$ cat src/rtl/adc_serial_reader.sv
// ---------------------------------------------------------------------------
// adc_serial_reader
//
// Acquisition front end for the voltage-monitor unit. Runs a serial ADC in
// continuous-conversion mode: drops chip select, generates the bit clock,
// shifts in the MSB-first result, keeps the last DATA_BITS bits of each
// frame and box-car averages 2^AVG_LOG2 frames into a 16-bit result.
//
// Ports:
//   clk        in   system clock, the only clock
//   rst        in   synchronous, active-high reset
//   en         in   continuous-conversion enable, checked at frame boundaries
//   ad_in      in   ADC serial data, MSB first, sampled on adclk rise
//   adclk      out  ADC bit clock, idles low
//   cs_n       out  ADC chip select, active low
//   volt       out  averaged conversion result, zero-extended to 16 bits
//   volt_valid out  one-cycle strobe when volt takes a new value
//
// Parameters:
//   CLK_DIV    clk cycles per adclk half-period (>= 2)
//   FRAME_BITS adclk pulses per conversion frame
//   DATA_BITS  result bits at the tail of the frame (2..16, <= FRAME_BITS)
//   GAP_CYCLES clk cycles cs_n stays high between frames (>= 1)
//   AVG_LOG2   log2 of the number of frames averaged (0..4, 0 = pass-through)
// ---------------------------------------------------------------------------
module adc_serial_reader #(
  parameter int CLK_DIV    = 4,
  parameter int FRAME_BITS = 16,
  parameter int DATA_BITS  = 12,
  parameter int GAP_CYCLES = 8,
  parameter int AVG_LOG2   = 2
) (
  input  logic        clk,
  input  logic        rst,
  input  logic        en,
  input  logic        ad_in,
  output logic        adclk,
  output logic        cs_n,
  output logic [15:0] volt,
  output logic        volt_valid
);

  // One shared cycle counter times SETUP, each adclk half-period and the
  // HOLD gap, so it must reach whichever of CLK_DIV / GAP_CYCLES is larger.
  localparam int CNT_MAX = (CLK_DIV > GAP_CYCLES) ? CLK_DIV : GAP_CYCLES;
  localparam int CNT_W   = $clog2(CNT_MAX + 1);
  localparam int BIT_W   = $clog2(FRAME_BITS + 1);
  localparam int ACC_W   = 16 + AVG_LOG2;
  localparam int FCNT_W  = AVG_LOG2 + 1;
  localparam int AVG_N   = 1 << AVG_LOG2;

  typedef enum logic [1:0] {
    IDLE  = 2'd0,
    SETUP = 2'd1,
    SHIFT = 2'd2,
    HOLD  = 2'd3
  } stateType;

  stateType               r_state;
  stateType               w_nextState;

  logic [CNT_W-1:0]       r_cycCnt;
  logic [BIT_W-1:0]       r_bitCnt;
  logic [DATA_BITS-1:0]   r_shift;
  logic                   r_sampleDone;
  logic                   r_emitPending;
  logic [ACC_W-1:0]       r_acc;
  logic [FCNT_W-1:0]      r_frameCnt;

  logic                   r_adclk;
  logic                   r_csN;
  logic [15:0]            r_volt;
  logic                   r_voltValid;

  logic                   w_phaseDone;
  logic                   w_gapDone;
  logic                   w_lastBit;
  logic                   w_cntClear;
  logic                   w_rise;
  logic                   w_fall;
  logic                   w_dropGroup;
  logic                   w_adclkNext;
  logic                   w_csNNext;
  logic [15:0]            w_accAvg;

  // Terminal-count decodes for the shared counter and the bit counter.
  assign w_phaseDone = (r_cycCnt == CNT_W'(CLK_DIV - 1));
  assign w_gapDone   = (r_cycCnt == CNT_W'(GAP_CYCLES - 1));
  assign w_lastBit   = (r_bitCnt == BIT_W'(FRAME_BITS - 1));

  // Dividing by 2^AVG_LOG2 is just dropping the low accumulator bits; the
  // remaining slice is exactly 16 bits wide for every legal AVG_LOG2.
  assign w_accAvg = r_acc[ACC_W-1:AVG_LOG2];

  // State register together with the registered pin drivers, so cs_n and
  // adclk change on the same edge as the state they belong to. Reset parks
  // both pins idle immediately, which also kills any half-finished adclk.
  always_ff @(posedge clk) begin
    if (rst) begin
      r_state <= IDLE;
      r_csN   <= 1'b1;
      r_adclk <= 1'b0;
    end else begin
      r_state <= w_nextState;
      r_csN   <= w_csNNext;
      r_adclk <= w_adclkNext;
    end
  end

  // Next-state logic. SETUP lasts one half-period, SHIFT ends on the falling
  // edge that closes the last bit, and HOLD is where en is finally looked at
  // so that dropping en never truncates a frame.
  always_comb begin
    w_nextState = r_state;
    case (r_state)
      IDLE: begin
        if (en) w_nextState = SETUP;
      end
      SETUP: begin
        if (w_phaseDone) w_nextState = SHIFT;
      end
      SHIFT: begin
        if (r_adclk && w_phaseDone && w_lastBit) w_nextState = HOLD;
      end
      HOLD: begin
        if (w_gapDone) w_nextState = en ? SETUP : IDLE;
      end
      default: w_nextState = IDLE;
    endcase
  end

  // Output and datapath-control decode. Chip select follows the state being
  // entered, so it falls on the same edge that leaves IDLE/HOLD and rises on
  // the edge that enters HOLD. Inside SHIFT adclk toggles at every half-period
  // terminal count, which gives the low-then-high shape of each bit period.
  always_comb begin
    w_csNNext   = (w_nextState == IDLE) || (w_nextState == HOLD);
    w_adclkNext = 1'b0;
    w_cntClear  = 1'b0;
    w_rise      = 1'b0;
    w_fall      = 1'b0;
    w_dropGroup = 1'b0;
    case (r_state)
      IDLE: begin
        w_cntClear = 1'b1;
      end
      SETUP: begin
        w_cntClear = w_phaseDone;
      end
      SHIFT: begin
        w_adclkNext = r_adclk ^ w_phaseDone;
        w_cntClear  = w_phaseDone;
        w_rise      = !r_adclk && w_phaseDone;
        w_fall      = r_adclk && w_phaseDone;
      end
      HOLD: begin
        w_cntClear  = w_gapDone;
        w_dropGroup = w_gapDone && !en;
      end
      default: begin
        w_cntClear = 1'b1;
      end
    endcase
  end

  // Shared cycle counter: restarts at every phase boundary.
  always_ff @(posedge clk) begin
    if (rst || w_cntClear) begin
      r_cycCnt <= '0;
    end else begin
      r_cycCnt <= r_cycCnt + 1'b1;
    end
  end

  // Bit counter advances on each adclk fall and wraps after the final bit,
  // so it is already zero when the next frame starts.
  always_ff @(posedge clk) begin
    if (rst) begin
      r_bitCnt <= '0;
    end else if (w_fall) begin
      r_bitCnt <= w_lastBit ? '0 : r_bitCnt + 1'b1;
    end
  end

  // Capture ad_in on the edge that raises adclk. Only DATA_BITS of history
  // are kept, so the leading frame bits fall off the top by themselves.
  // The sample-done flag marks the edge that took the final bit.
  always_ff @(posedge clk) begin
    if (rst) begin
      r_shift      <= '0;
      r_sampleDone <= 1'b0;
    end else begin
      r_sampleDone <= w_rise && w_lastBit;
      if (w_rise) begin
        r_shift <= {r_shift[DATA_BITS-2:0], ad_in};
      end
    end
  end

  // Averaging: one edge after the final sample the frame is added in; if it
  // was the last frame of the group the result is published one edge later
  // and the group restarts. A frame sequence broken by en going low is
  // thrown away when the FSM falls back to IDLE.
  always_ff @(posedge clk) begin
    if (rst) begin
      r_acc         <= '0;
      r_frameCnt    <= '0;
      r_emitPending <= 1'b0;
      r_volt        <= '0;
      r_voltValid   <= 1'b0;
    end else begin
      r_voltValid   <= 1'b0;
      r_emitPending <= r_sampleDone && (r_frameCnt == FCNT_W'(AVG_N - 1));
      if (r_emitPending) begin
        r_volt      <= w_accAvg;
        r_voltValid <= 1'b1;
        r_acc       <= '0;
        r_frameCnt  <= '0;
      end else if (r_sampleDone) begin
        r_acc      <= r_acc + ACC_W'(r_shift);
        r_frameCnt <= r_frameCnt + 1'b1;
      end else if (w_dropGroup) begin
        r_acc      <= '0;
        r_frameCnt <= '0;
      end
    end
  end

  assign adclk      = r_adclk;
  assign cs_n       = r_csN;
  assign volt       = r_volt;
  assign volt_valid = r_voltValid;

endmodule
$ cat config.mk
export PLATFORM = sky130hd
export DESIGN_NAME = adc_serial_reader
export DESIGN_NICKNAME = d
export VERILOG_FILES = /design/src/rtl/adc_serial_reader.sv
export SDC_FILE = /design/constraint.sdc
export NUM_CORES = 1
export LEC_CHECK = 0
export ABC_AREA = 1
export CORE_MARGIN = 2
export CORE_UTILIZATION = 58
export DETAILED_ROUTE_END_ITERATION = 6
export PLACE_DENSITY = 0.78
export SYNTH_ARGS = -nofsm -noshare
export SYNTH_HDL_FRONTEND = slang
export SYNTH_SLANG_ARGS = --single-unit
$ cat constraint.sdc
create_clock -name clk -period 2.3 [get_ports clk]
set_input_delay 0.23 -clock clk [delete_from_list [all_inputs] [get_ports clk]]
set_output_delay 0.23 -clock clk [all_outputs]
set_load 0.01 [all_outputs]
After elaboration in Yosys (flattened, before gate mapping)
Index checks and enable logic that the tools add are counted.

storage, ports and cells
  word-level logic and storage cells = 58
  output and inout port bits = 19
  flip-flop bits (word level) = 65
  bits of input ports = 4

cells by class
  add/sub/neg operators = 4
  bitwise gates (word level) = 2
  reduce and logical (&&, ||, !) cells = 16
  eq/ne operators = 8
  multiplexer cells = 16

operators by type and width
  operator                                             count
  2-to-1 mux 18 bit                                    2
  adder 18 x 12 -> 18 bit                              1
  2-to-1 mux 2 bit                                     4
  case mux 2 bit (4 select lines)                      1
  equality test 2 bit, second input constant           3
  logical AND 1 bit                                    6
  2-to-1 mux 3 bit                                     2
  OR reduction 2 bit                                   3
  adder 5 x 1 -> 5 bit, second input constant          1
  equality test 5 x 4 -> 1 bit, second input constant  1
  2-to-1 mux 1 bit                                     5
  2-to-1 mux 5 bit                                     1
  adder 4 x 1 -> 4 bit, second input constant          1
  equality test 4 x 2 -> 1 bit, second input constant  1
  equality test 4 x 3 -> 1 bit, second input constant  1
  zero test 2 bit                                      2
  adder 3 x 1 -> 3 bit, second input constant          1
  equality test 3 x 2 -> 1 bit, second input constant  1
  case mux 1 bit (3 select lines)                      1
  equality test 2 x 1 -> 1 bit, second input constant  1
  zero test 1 bit                                      2
  logical OR 1 bit                                     2
  nonzero test 2 bit                                   1
  inverter 1 bit                                       1
  XOR 1 bit                                            1

Longest topological paths before layout
Gate-level depths: netlist of the first run.

  depth after elaboration = 7
  depth in mapped cells = 13
  gate-level depth less buffers = 13

Least setup slack after synthesis of the first run
No wires, ideal clock.

  path type = reg2reg
  start point = register r_shift[0]
  end point = register r_acc[12]
  library setup time = 0.115 ns
  clock period less this slack = 1.718 ns
  stages on the path, launching flop included = 14
  path buffers = 0
  arrival time = 1.603 ns
  path slack = 0.582 ns
  data required time = 2.185 ns
  cells stage by stage = dfxtp_1 -> ha_1 -> inv_1 -> fa_1 -> inv_1 -> nand3_1 -> nand3_1 -> nand2_1 -> nand2_1 -> nand2_1 -> nand2_1 -> nand3_1 -> nand2_1 -> nor2_1

on the way
  word-level cells in the longest chain between the ends = 2

RTL lines
  element                  RTL line  RTL
  start, declared          64        logic [DATA_BITS-1:0] r_shift;
  start signal, assigned   195       r_shift <= {r_shift[DATA_BITS-2:0], ad_in};
  adder 18 x 12 -> 18 bit  220       r_acc <= r_acc + ACC_W'(r_shift);
  2-to-1 mux 18 bit        219       end else if (r_sampleDone) begin
  end signal, assigned     220
  end, declared            67        logic [ACC_W-1:0] r_acc;

No other way between the ends.
A chain may end at the register's enable or synchronous reset.

Final worst setup path of the first run
  start point = register r_shift[0]
  end point = register r_acc[14]

Same word-level chain as after synthesis.

==> impl_results.md, run 1 <==
* Number of synthesized flops with an enable pin at 0
* Setup tns final at 0 ns
* Area contributors post-synth: dfxtp_1 (39%), nand2_1 (14%), ha_1 (8.3%)
* Post-CTS resize count at 0
* H-tree depth at 3
* Cell mode on critical path: nand2_1
* Final setup fails at 0
* Max-slew violation total from the final report at 0
* Max_cap viols at 0
* Post-synthesis cell count at 465
* Post-Synth Adder-Cell Area at 8.96%
* Final Hold Fails at 0
* Slowest stage delay, CP at 0.39 ns
* DR DRC count at 0
* Simple-Gate Fraction of Synth Area at 29.7%
* Post-Route WL at 7130 um
* Remaining global-route overflow at 0
* Max Freq at 506 MHz
* Setup WS pre-CTS at 0.358 ns
* Core Box Area at 5510 um^2
* Setup Buffers After CTS at 0
* Post-synthesis cell area at 3300 um^2
* Clock tree sinks at 65
* Post-DR wirelength/cell at 12.5 um
* Worst-Margin Slew at 0.492 ns
* Top_reg_cell synth: dfxtp_1
* Max VDD drop at 407 uV
* Largest net degree at the start of global routing at 22
* Routed vias/inst at 5.25
* Synth Register Bits at 65
* Crit path kind: reg2reg
* CP endpoint kind: flip-flop
* Synthesis-to-finish area growth at 15.1%
* FILL cells at 480
* Pwr/cell area at 582 nW/um^2
* Number of global-route vias before repair at 2837
* Total die area at 6300 um^2
* Via count at 2990
* CP Launch Type: flip-flop
* DRT Pass-1 Iters at 5
* Relative slew slack at 67.2%
* I/O Pins at 23
* Largest family of logic cells by synthesized area: simple AND/OR/NAND/NOR gates
* Worst-Skew Late Latency at 0.34 ns
* Clock Skew at 0.00625 ns
* Unrepaired setup endpoints after global routing: no
* Hold crit path type: reg2reg
* Die Span X at 79.4 um
* LEAKAGE at 0.00173 uW
* Synth Area in XOR/XNOR at 0.266%
* Post-synthesis area per instance at 7.09 um^2
* CP required at 2.54 ns
* Critical Path Fanout Max at 4
* Max clock buf depth at 2
* Setup WS post-layout at 0.325 ns
* NumNets Final at 519
* Area leader, netlist: dfxtp_1
* CP max stage cell: fa_1
* Mux cell area share after synthesis at 0%
* Total CTS buffers at 9
* First-pass GRT wire length at 12300 um
* Layout cell share with drive strength beyond 1 at 5.84%
* Port-buffer cells at 22
* Clock Root Buffer: clkbuf_8
* Period minus WS final at 1.98 ns
* Critical path, cell by cell: ha_1 > inv_1 > fa_1 > inv_1 > nand3_1 > nand3_1 > nand2_1 > nand2_1 > nand2_1 > nand2_1 > nand3_1 > nand2_1 > nor2_1
* Status: finished, final reports clean
* Starting Density at 59.9%
* DP HPWL at 5080 um
* Ys Warns at 0
* Final GP Congestion at 0.895
* Synth top area share at 39.5%
* Mapped Nets at 492
* N_diodes at 0
* Crit path DAT at 2.21 ns
* CTS tree: built
* Cell variety after synth at 31
* Fin crit share at 85.9%
* Initial antenna violation count at 0
* DR iter-0 viols at 236
* DRT antenna net count at 0
* Die Y-Extent at 79.4 um
* # rows at 27
* Register area share after synthesis at 39.5%
* Post-synthesis compound-gate area fraction at 13.4%
* Total Routing Usage GR at 24.9%
* Clk pin slew, worst setup/hold paths at 0.07 ns
* Async S/R FF share, synth at 0%
* Cts hold-fix bufs at 0
-- worst paths after layout --
path                                start  slack, ns  depth (start not counted)                     end
setup reg to reg  r_shift[0]$_SDFFE_PP0P_       0.32                         13  r_acc[14]$_SDFFE_PP0P_
setup / recovery  r_shift[0]$_SDFFE_PP0P_       0.32                         13  r_acc[14]$_SDFFE_PP0P_
hold reg to reg    r_cycCnt[0]$_SDFF_PP0_       0.45                          1  r_cycCnt[0]$_SDFF_PP0_
hold / removal     r_cycCnt[0]$_SDFF_PP0_       0.45                          1  r_cycCnt[0]$_SDFF_PP0_
-- critical path, delay by kind of cell, from the launching register on --
family	cells	cell delay, ns
fa+ha+maj	2	0.56
simple gates	9	0.77
buf+inv	2	0.17
flops	1	0.36
-- synth_stat cells, types with 3 or more instances --
cell / n
nand2_1: 120
dfxtp_1: 65
nor2_1: 60
inv_1: 56
nand3_1: 32
a21oi_1: 27
o21ai_0: 24
ha_1: 22
a22o_1: 12
clkbuf_1: 6
nand4_1: 6
nor3_1: 6
a21boi_0: 3
buf_2: 3
inv_2: 3
nand2_2: 3
-- cells in the final DEF, fill, tap and decap left out --
cell type / n
ha_1: 22
o21ai_0: 24
o211ai_1: 1
nor3_1: 6
nand3_1: 32
inv_2: 3
a21oi_1: 27
nand4_1: 6
buf_4: 4
nor2_1: 60
clkbuf_1: 2
a21boi_1: 1
inv_1: 56
xor2_1: 1
dfxtp_1: 65
nor3b_1: 1
bufinv_16: 1
o22ai_1: 2
nor4_1: 1
a21oi_2: 1
nor3_2: 1
or2_2: 1
a21o_1: 1
nand3b_1: 2
o21ai_4: 1
clkbuf_8: 12
a22o_1: 12
nand2_1: 120
fa_1: 1
nor2_4: 1
nand2_2: 3
a21boi_0: 3
clkinv_2: 1
clkdlybuf4s50_1: 22
-- cell type report --
cell class              count  area, um^2  share of cell area [%]
inverters                  59         221                    5.83
multi-input cells         331        1730                    45.5
well taps                  72        90.1                    2.37
flip-flops and latches     65        1300                    34.3
clock buffers              14         173                    4.55
clock inverters             2        35.0                   0.923
repair buffers             26         250                    6.59
-- per-stage QoR --
stage	power (uW)	area (um^2)	instances	hold WS, ns	utilization [%]
6_report	2210	3800	569	0.446	68.9
5_1_grt	2290	3800	569	0.470	68.9
4_1_cts	2220	3800	569	0.450	68.9
3_5_place_dp	1230	3590	553	0.438	65.2
3_3_place_gp	1230	3590	553	0.431	65.2
2_1_floorplan	1200	3300	465	0.302	-
-- registers in the layout, summed over array words and instances, names as in the netlist --
register / flops
r_emitPending: 1
r_state: 2
r_acc: 18
volt: 16
r_cycCnt: 4
adclk: 1
r_shift: 12
cs_n: 1
r_frameCnt: 3
volt_valid: 1
r_sampleDone: 1
r_bitCnt: 5
-- routing by layer --
layer  part of all wire, %  global-route usage (%)  vias up
met5                     0                       0        -
li1                      -                       -     1560
met1                    46                    29.6     1356
met4                   2.0                    11.0        0
met3                   4.1                    5.77        9
met2                    48                    42.8       65
-- report_power, final --
| group | internal (uW) | leakage [uW] | switching, uW | total [uW] |
|---|---|---|---|---|
| logic | 24.2 | 0.00110 | 44.0 | 68.3 |
| clock network | 589 | 0.000107 | 417 | 1010 |
| registers | 1130 | 0.000524 | 4.92 | 1140 |
-- cell families after synthesis --
group,Yosys count
xor gates and xnor gates,1
buffers and inverters,69
AOI/OAI and AO/OA,73
DFF,65
and+or+nand+nor,234
adders and majority gates,23
No activity file was read; power rests on OpenSTA's default activity.
==> run 2: changes to the inputs <==
CAP_MARGIN = 20   (was default)
==> results of run 2 <==
The final DEF is identical to that of run 1; final timing and power are the same.
